===== src/rtl/arcade_input_ctrl.sv =====
// arcade_input_ctrl
//   Player-input front end for arcade cores. Maps packed hps_io joystick
//   words to per-player directions, fire buttons and start, with optional
//   opposing-direction cleaning and a queued coin/start sequencer.
//
// Ports
//   clk_sys    : system clock
//   reset      : synchronous, active-high reset
//   joy_in     : PLAYERS packed joystick words, word k at [k*JOY_W +: JOY_W]
//                (bit0 right, bit1 left, bit2 down, bit3 up)
//   merge      : 1 = every pad drives every player, 0 = one pad per player
//   auto_coin  : 1 = a start press queues a coin and defers the start
//   coin_btn   : dedicated coin buttons, active high
//   dirs_out   : per player {up,down,left,right}, registered
//   fire_out   : per player fire buttons, registered
//   start_out  : per player start
//   coin_out   : coin switch, active high
//   pending    : coins queued and not yet issued
module arcade_input_ctrl #(
  parameter int unsigned PLAYERS     = 2,
  parameter int unsigned JOY_W       = 16,
  parameter int unsigned BTN         = 1,
  parameter int unsigned START_BIT   = 5,
  parameter int unsigned SOCD        = 1,
  parameter int unsigned COIN_PULSE  = 1024,
  parameter int unsigned COIN_GAP    = 1024,
  parameter int unsigned START_PULSE = 1024
) (
  input  logic                     clk_sys,
  input  logic                     reset,
  input  logic [PLAYERS*JOY_W-1:0] joy_in,
  input  logic                     merge,
  input  logic                     auto_coin,
  input  logic [PLAYERS-1:0]       coin_btn,
  output logic [PLAYERS*4-1:0]     dirs_out,
  output logic [PLAYERS*BTN-1:0]   fire_out,
  output logic [PLAYERS-1:0]       start_out,
  output logic                     coin_out,
  output logic [2:0]               pending
);

  localparam int unsigned CNT_MAX0 = (COIN_PULSE > COIN_GAP) ? COIN_PULSE : COIN_GAP;
  localparam int unsigned CNT_MAX  = (CNT_MAX0 > START_PULSE) ? CNT_MAX0 : START_PULSE;
  localparam int unsigned CNT_W    = (CNT_MAX > 1) ? $clog2(CNT_MAX) : 1;

  typedef enum logic [1:0] {
    S_IDLE,
    S_COIN,
    S_GAP,
    S_START
  } state_t;

  state_t                   state_q, state_d;
  logic [CNT_W-1:0]         cnt_q, cnt_d;
  logic [2:0]               pending_q, pending_d;
  logic [PLAYERS-1:0]       start_req_q, start_req_d;
  logic [PLAYERS-1:0]       start_prev_q, start_prev_d;
  logic [PLAYERS-1:0]       coin_prev_q, coin_prev_d;
  logic [PLAYERS*4-1:0]     dirs_q, dirs_d;
  logic [PLAYERS*BTN-1:0]   fire_q, fire_d;
  logic [PLAYERS-1:0]       start_out_q, start_out_d;
  logic                     coin_out_q, coin_out_d;

  logic [JOY_W-1:0]         merged;
  logic [JOY_W+PLAYERS-1:0] merged_ext;
  logic [JOY_W-1:0]         word;
  logic [3:0]               dir4;
  logic [PLAYERS-1:0]       start_vec;
  logic [PLAYERS-1:0]       start_edge;
  logic [PLAYERS-1:0]       coin_edge;
  logic                     deq;
  int unsigned              e_cnt;
  int unsigned              sum;

  // Source select, direction cleaning and edge detection.
  always_comb begin
    merged     = '0;
    merged_ext = '0;
    word       = '0;
    dir4       = '0;
    start_vec  = '0;
    dirs_d     = '0;
    fire_d     = '0;
    for (int unsigned k = 0; k < PLAYERS; k++) begin
      merged = merged | joy_in[k*JOY_W +: JOY_W];
    end
    // Zero extension makes merged start indices past the word read as 0.
    merged_ext[JOY_W-1:0] = merged;
    for (int unsigned k = 0; k < PLAYERS; k++) begin
      word = merge ? merged : joy_in[k*JOY_W +: JOY_W];
      dir4 = word[3:0];
      if (SOCD != 0) begin
        if (dir4[3] && dir4[2]) dir4[3:2] = '0;
        if (dir4[1] && dir4[0]) dir4[1:0] = '0;
      end
      dirs_d[k*4 +: 4]     = dir4;
      fire_d[k*BTN +: BTN] = word[4 +: BTN];
      start_vec[k]         = merge ? merged_ext[START_BIT + k] : word[START_BIT];
    end
    start_prev_d = start_vec;
    coin_prev_d  = coin_btn;
    start_edge   = start_vec & ~start_prev_q & {PLAYERS{auto_coin}};
    coin_edge    = coin_btn & ~coin_prev_q;
  end

  // Coin/start sequencer and coin queue.
  always_comb begin
    state_d     = state_q;
    cnt_d       = cnt_q;
    coin_out_d  = coin_out_q;
    deq         = 1'b0;
    start_req_d = start_req_q | start_edge;

    case (state_q)
      S_IDLE: begin
        if (pending_q != '0) begin
          state_d    = S_COIN;
          cnt_d      = CNT_W'(COIN_PULSE - 1);
          coin_out_d = 1'b1;
          deq        = 1'b1;
        end
      end
      S_COIN: begin
        if (cnt_q == '0) begin
          state_d    = S_GAP;
          cnt_d      = CNT_W'(COIN_GAP - 1);
          coin_out_d = 1'b0;
        end else begin
          cnt_d = cnt_q - 1'b1;
        end
      end
      S_GAP: begin
        if (cnt_q == '0) begin
          if (pending_q != '0) begin
            state_d    = S_COIN;
            cnt_d      = CNT_W'(COIN_PULSE - 1);
            coin_out_d = 1'b1;
            deq        = 1'b1;
          end else if (start_req_q != '0) begin
            // Requests are handed to the pulse on entry; only edges arriving
            // from here on stay queued for the next pass.
            state_d     = S_START;
            cnt_d       = CNT_W'(START_PULSE - 1);
            start_req_d = start_edge;
          end else begin
            state_d = S_IDLE;
          end
        end else begin
          cnt_d = cnt_q - 1'b1;
        end
      end
      S_START: begin
        if (cnt_q == '0) begin
          state_d = S_IDLE;
        end else begin
          cnt_d = cnt_q - 1'b1;
        end
      end
      default: state_d = S_IDLE;
    endcase

    if (state_d == S_START) begin
      start_out_d = (state_q == S_START) ? start_out_q : start_req_q;
    end else begin
      start_out_d = auto_coin ? '0 : start_vec;
    end

    e_cnt = 0;
    for (int unsigned k = 0; k < PLAYERS; k++) begin
      e_cnt = e_cnt + 32'(start_edge[k]) + 32'(coin_edge[k]);
    end
    sum       = 32'(pending_q) + e_cnt - (deq ? 32'd1 : 32'd0);
    pending_d = (sum > 32'd7) ? 3'd7 : sum[2:0];
  end

  always_ff @(posedge clk_sys) begin
    if (reset) begin
      state_q      <= S_IDLE;
      cnt_q        <= '0;
      pending_q    <= '0;
      start_req_q  <= '0;
      start_prev_q <= '1;
      coin_prev_q  <= '1;
      dirs_q       <= '0;
      fire_q       <= '0;
      start_out_q  <= '0;
      coin_out_q   <= 1'b0;
    end else begin
      state_q      <= state_d;
      cnt_q        <= cnt_d;
      pending_q    <= pending_d;
      start_req_q  <= start_req_d;
      start_prev_q <= start_prev_d;
      coin_prev_q  <= coin_prev_d;
      dirs_q       <= dirs_d;
      fire_q       <= fire_d;
      start_out_q  <= start_out_d;
      coin_out_q   <= coin_out_d;
    end
  end

  assign dirs_out  = dirs_q;
  assign fire_out  = fire_q;
  assign start_out = start_out_q;
  assign coin_out  = coin_out_q;
  assign pending   = pending_q;

endmodule


===== config.mk =====
export PLATFORM = sky130hd
export DESIGN_NAME = arcade_input_ctrl
export DESIGN_NICKNAME = d
export VERILOG_FILES = /design/src/rtl/arcade_input_ctrl.sv
export SDC_FILE = /design/constraint.sdc
export NUM_CORES = 1
export LEC_CHECK = 0
export CAP_MARGIN = 20
export CELL_PAD_IN_SITES_DETAIL_PLACEMENT = 1
export CELL_PAD_IN_SITES_GLOBAL_PLACEMENT = 1
export CORE_MARGIN = 8
export CORE_UTILIZATION = 35
export DETAILED_ROUTE_END_ITERATION = 10
export PLACE_DENSITY = 0.85
export SETUP_SLACK_MARGIN = 0.3
export SYNTH_ARGS = -nofsm -noshare
export SYNTH_HDL_FRONTEND = slang
export SYNTH_SLANG_ARGS = --single-unit
export TNS_END_PERCENT = 50

===== constraint.sdc =====
create_clock -name clk_sys -period 5.95 [get_ports clk_sys]
set_input_delay 1.4875 -clock clk_sys [delete_from_list [all_inputs] [get_ports clk_sys]]
set_output_delay 1.4875 -clock clk_sys [all_outputs]
set_load 0.02 [all_outputs]

Yosys cells after proc, flatten, opt, wreduce, memory -nomap -nowiden. Cells that the tools add are included.

ROM bits: 0. Bits in latches: 0. Memories: 0. Bits in writable memories: 0. Register bits after elaboration: 34. Input bits: 38. Logic and storage cells: 86. Output and inout port bits: 16.

Div/mod/pow operators: 0. Equality and inequality tests: 10. Mux-type cells: 34. Add/sub/neg operators: 6. Order comparisons: 1. Shifts and indexed selects: 0. Reductions and logical operators: 15. Bitwise operators: 7. $mul: 0.

Operators by type and width (number): $mux W10 (6); $pmux W10 S4 (1); $gt A32 B3 Y1 const B (1); $mux W2 (13); $mux W6 (2); $logic_not A10 Y1 (1); $ne A2 B2 Y1 const B (5); $sub A10 B1 Y10 const B (1); $mux W1 (8); $pmux W2 S4 (1); $reduce_or A2 Y1 (4); $or A7 B7 Y7 (1); $and A2 B2 Y2 (3); $eq A2 B2 Y1 const B (3); $reduce_and A3 Y1 (2); $reduce_bool A3 Y1 (2); $sub A5 B1 Y6 (1); $add A3 B4 Y5 (1); $add A3 B1 Y4 (1); $logic_and A1 B1 Y1 (4); $ne A4 B4 Y1 const B (1); $not A2 Y2 (2); $add A2 B1 Y3 (1); $mux W3 (1); 7 further kinds (7).

Logic depth before layout (Yosys ltp).
Depth after elaboration: 12. Gate-level depth with buffers: 16. Mapped depth without buffers: 16.

Least setup slack after synthesis. Ideal clock, no wire load.

Path kind: input -> register. Start point: in merge. End point: reg pending_q[2] (netlist: pending[2]). Arrival time: 4.625 ns. Required time: 5.893 ns. Setup time: 0.057 ns. Path slack: 1.267 ns. Cell stages on the path: 12. Cells stage by stage: a21oi_1 > or3b_2 > ha_1 > fa_1 > inv_1 > fa_1 > fa_1 > nor3_1 > nor3_1 > o221a_2 > o21ai_0 > o21ba_2.

Longest elaborated chain between the ends: 11. Elaborated cells between the ends (all ways): 13.

RTL lines: from (decl) (RTL line 32) `input logic merge,`; $mux W6 (RTL line 90) `word = merge ? merged : joy_in[k*JOY_W +: JOY_W];`; $mux W1 (RTL line 98) `start_vec[k] = merge ? merged_ext[START_BIT + k] : word[START_BIT];`; $and A2 B2 Y2 * (2 in series) (RTL line 102) `start_edge = start_vec & ~start_prev_q & {PLAYERS{auto_coin}};`; $add A1 B1 Y2 (RTL line 170) `e_cnt = e_cnt + 32'(start_edge[k]) + 32'(coin_edge[k]);`; $add A2 B1 Y3 * (RTL line 170); $add A3 B1 Y4 * (RTL line 170); $add A3 B4 Y5 * (RTL line 172) `sum = 32'(pending_q) + e_cnt - (deq ? 32'd1 : 32'd0);`; $sub A5 B1 Y6 * (RTL line 172); $gt A32 B3 Y1 (RTL line 173) `pending_d = (sum > 32'd7) ? 3'd7 : sum[2:0];`; $mux W3 * (RTL line 173); to (signal assigned) (RTL line 191) `pending_q <= pending_d;`; to (decl) (RTL line 55) `logic [2:0] pending_q, pending_d;`.

Mark *: on every way between the ends. The rest lies on a longest branch, timed or not. A chain may end at the register's enable or synchronous reset.

Worst setup path after layout. Same ends and word-level chain as after synthesis.

==> metrics <==
Clk pin slew, worst setup/hold paths 0.07 ns; Cells after Synth 225; largest fanout on the critical path 3; syn nets 280; uppermost layer routed met4; clk root buf clkbuf_8; post-CTS sizing 0; ant diodes 0; wire length per cell about 16 um; worst slew pin tran 0.834 ns; initial antenna violation count 0; R2R setup slack 1.51 ns; DRT Wirelength 5.24 mm; Starting DRT DRC Count 91; TritonCTS clock tree yes; Final Hold Vio Count 0; DRC 0; Setup crit start merge; minimum clock period 5.21 ns; first-pass GRT wire length 8.94 mm; largest net degree at the start of global routing 37; Slew HR 44.2%; num rows 27; post-DR vias/cell 5.30; synthesized area per cell 8.45 um^2; FF-to-FF Start cnt_q[0]; Layout Nets 316; max reg flops 10; Syn-to-layout area delta 27.3%; Hold WC Path Type register to register; Req. time, crit path roughly 6 ns; crit path kind input port to register; Yosys reg bits 34; Lkg Pwr 0.935 nW; total congestion overflow 0; Die Wd 89.7 um; Post-Layout Inst Area about 2400 um^2; WL met2 2.57 mm; RSZ-0062 raised after global routing no; # clock sinks 34; Syn Std Cell Area 1900 um^2; Slew Limit Fails 0; Final Wtd Congestion 0.853; routed wl met3 284 um; HPWL Detailed 3.95 mm; DIE AREA 8040 um^2; status finished, final reports clean; Critical Path Sink Type register; post-synthesis sequential area ratio 35.8%; post-CTS setup buffers 0; die height 89.7 um; M1 wire length 2.30 mm; ANT nets after route 0; filler instances ~640; via count 1,770; DR pass1 iterations 4; Starting Density 35.4%; number of global-route vias before repair 1,928; Clock Tree Buf Depth 2; H-tree Lvls 2; CTS Buf Count 5; number of flops mapped to enable cells by yosys 0; Power per Cell Area 407 nW/um^2; Port Buffers 35; clk_lat worst skew 0.28 ns; Setup WS pre-CTS 0.438 ns; CP arrival 5.45 ns; Setup violations, final 0; type of origin of the critical path input port; HP Start coin_out; setup TNS 0 ns; post-place instance area about 2300 um^2; Max Clock Skew 0.00409 ns; ys flop type dfxtp_1; synth warn 0; Reg with most FFs cnt_q; post-synth cell types 40; gr usage total 14.2%; FMAX around 190 MHz; Hold Buf Count CTS 0; io pins 54; async set-reset flop share out of synthesis 0%; core area 5370 um^2; worst setup margin 0.736 ns; layout cells sized above 1 a little under a tenth; Worst VDD drop ~0.00013 V; final critical-path share of the clock period 87.6%; max-cap violations 0
[per-layer routing]
metal | global-route usage [%] | up-vias
met4 | 5.29 | 0
li1 | - | 867
met1 | 15.7 | 858
met5 | 0 | -
met3 | 4.46 | 9
met2 | 24.7 | 36
[power by group]
| part | internal (mW) | switching, mW | leakage [nW] |
|---|---|---|---|
| Sequential | 0.274 | 0.0606 | 0.282 |
| Combinational | 0.203 | 0.270 | 0.605 |
| Clock | 0.0934 | 0.0840 | 0.0482 |
| Total | 0.570 | 0.414 | 0.935 |
[cell type report]
type	instances	area, um^2	share of cell area (%)
multi-input combinational	169	1140	46.9
sequential	34	681	28.1
timing repair buffer	38	373	15.4
tap	72	90.1	3.72
inverter	13	48.8	2.02
clock buffer	7	86.3	3.57
clock inverter	1	5.00	0.207
[stage by stage]
step	cells	hold slack, ns	util (%)	power [mW]
floorplan	225	0.462	-	0.659
global placement	326	0.446	43.3	0.782
detailed placement	326	0.464	43.3	0.813
CTS	334	0.474	45.1	0.993
global route	334	0.514	45.1	1.07
finish	334	0.466	45.1	0.984
[kinds of logic (layout without fill, tap and decap cells)]
group / after synthesis / in the layout / share of synthesized area (%)
multiplexers: 4 / 4 / 2.24
AND/OR/NAND/NOR: 82 / 82 / 24.7
buffers and inverters: 22 / 59 / 4.41
XOR/XNOR: 1 / 1 / 0.461
adder cells (fa/ha/maj): 17 / 17 / 12.4
AO/OA/AOI/OAI: 65 / 65 / 20.0
flip-flops: 34 / 34 / 35.8
[path summary, 6_finish.rpt]
kind	to	cells after the start
hold / removal	coin_out	2
setup reg to reg	pending[2]	16
hold reg to reg	coin_out	2
setup / recovery	pending[2]	13
[cells in the final DEF, fill, tap and decap left out, drive strengths merged, types with 2 or more instances in the layout]
master / instances
or3: 2
dfxtp: 34
nor2: 19
or4: 2
fa: 3
mux2: 2
a211oi: 2
inv: 13
mux2i: 2
or2: 4
or3b: 2
clkdlybuf4s50: 35
nand2: 11
ha: 14
nor3: 18
o21ai: 18
o21ba: 3
nand2b: 5
a31oi: 2
a21oi: 32
o21a: 2
nor3b: 11
nor4: 3
nand3: 2
clkbuf: 7
buf: 3
[critical path, cell delays in order]
cell and delay, ns:
clkdlybuf4s50_1 0.48, a21oi_1 0.12, or3b_2 0.48, ha_1 0.34
fa_1 0.51, inv_1 0.05, fa_1 0.44, fa_1 0.50
nor3_1 0.16, nor3_1 0.07, o221a_2 0.24, o21ai_0 0.36
o21ba_2 0.20
[cell usage after synthesis (2+ instances only)]
| library cell | count | area share (%) |
|---|---|---|
| dfxtp_1 | 34 | 36 |
| a21oi_1 | 32 | 8.4 |
| nor2_1 | 19 | 3.8 |
| o21ai_0 | 18 | 4.7 |
| nor3_1 | 17 | 4.5 |
| ha_1 | 14 | 9.2 |
| inv_1 | 13 | 2.6 |
| nand2_1 | 11 | 2.2 |
| nor3b_1 | 10 | 3.9 |
| clkbuf_1 | 7 | 1.4 |
| nand2b_1 | 5 | 1.6 |
| or2_2 | 4 | 1.3 |
| fa_1 | 3 | 3.2 |
| o21ba_2 | 3 | 1.6 |
| a211oi_1 | 2 | 0.79 |
| a31oi_1 | 2 | 0.66 |
| mux2_1 | 2 | 1.2 |
| mux2i_1 | 2 | 1.1 |
| nor4_1 | 2 | 0.66 |
| o21a_1 | 2 | 0.79 |
| or3_1 | 2 | 0.66 |
| or3b_2 | 2 | 0.92 |
| or4_1 | 2 | 0.79 |
No activity file was read; power rests on OpenSTA's default activity.
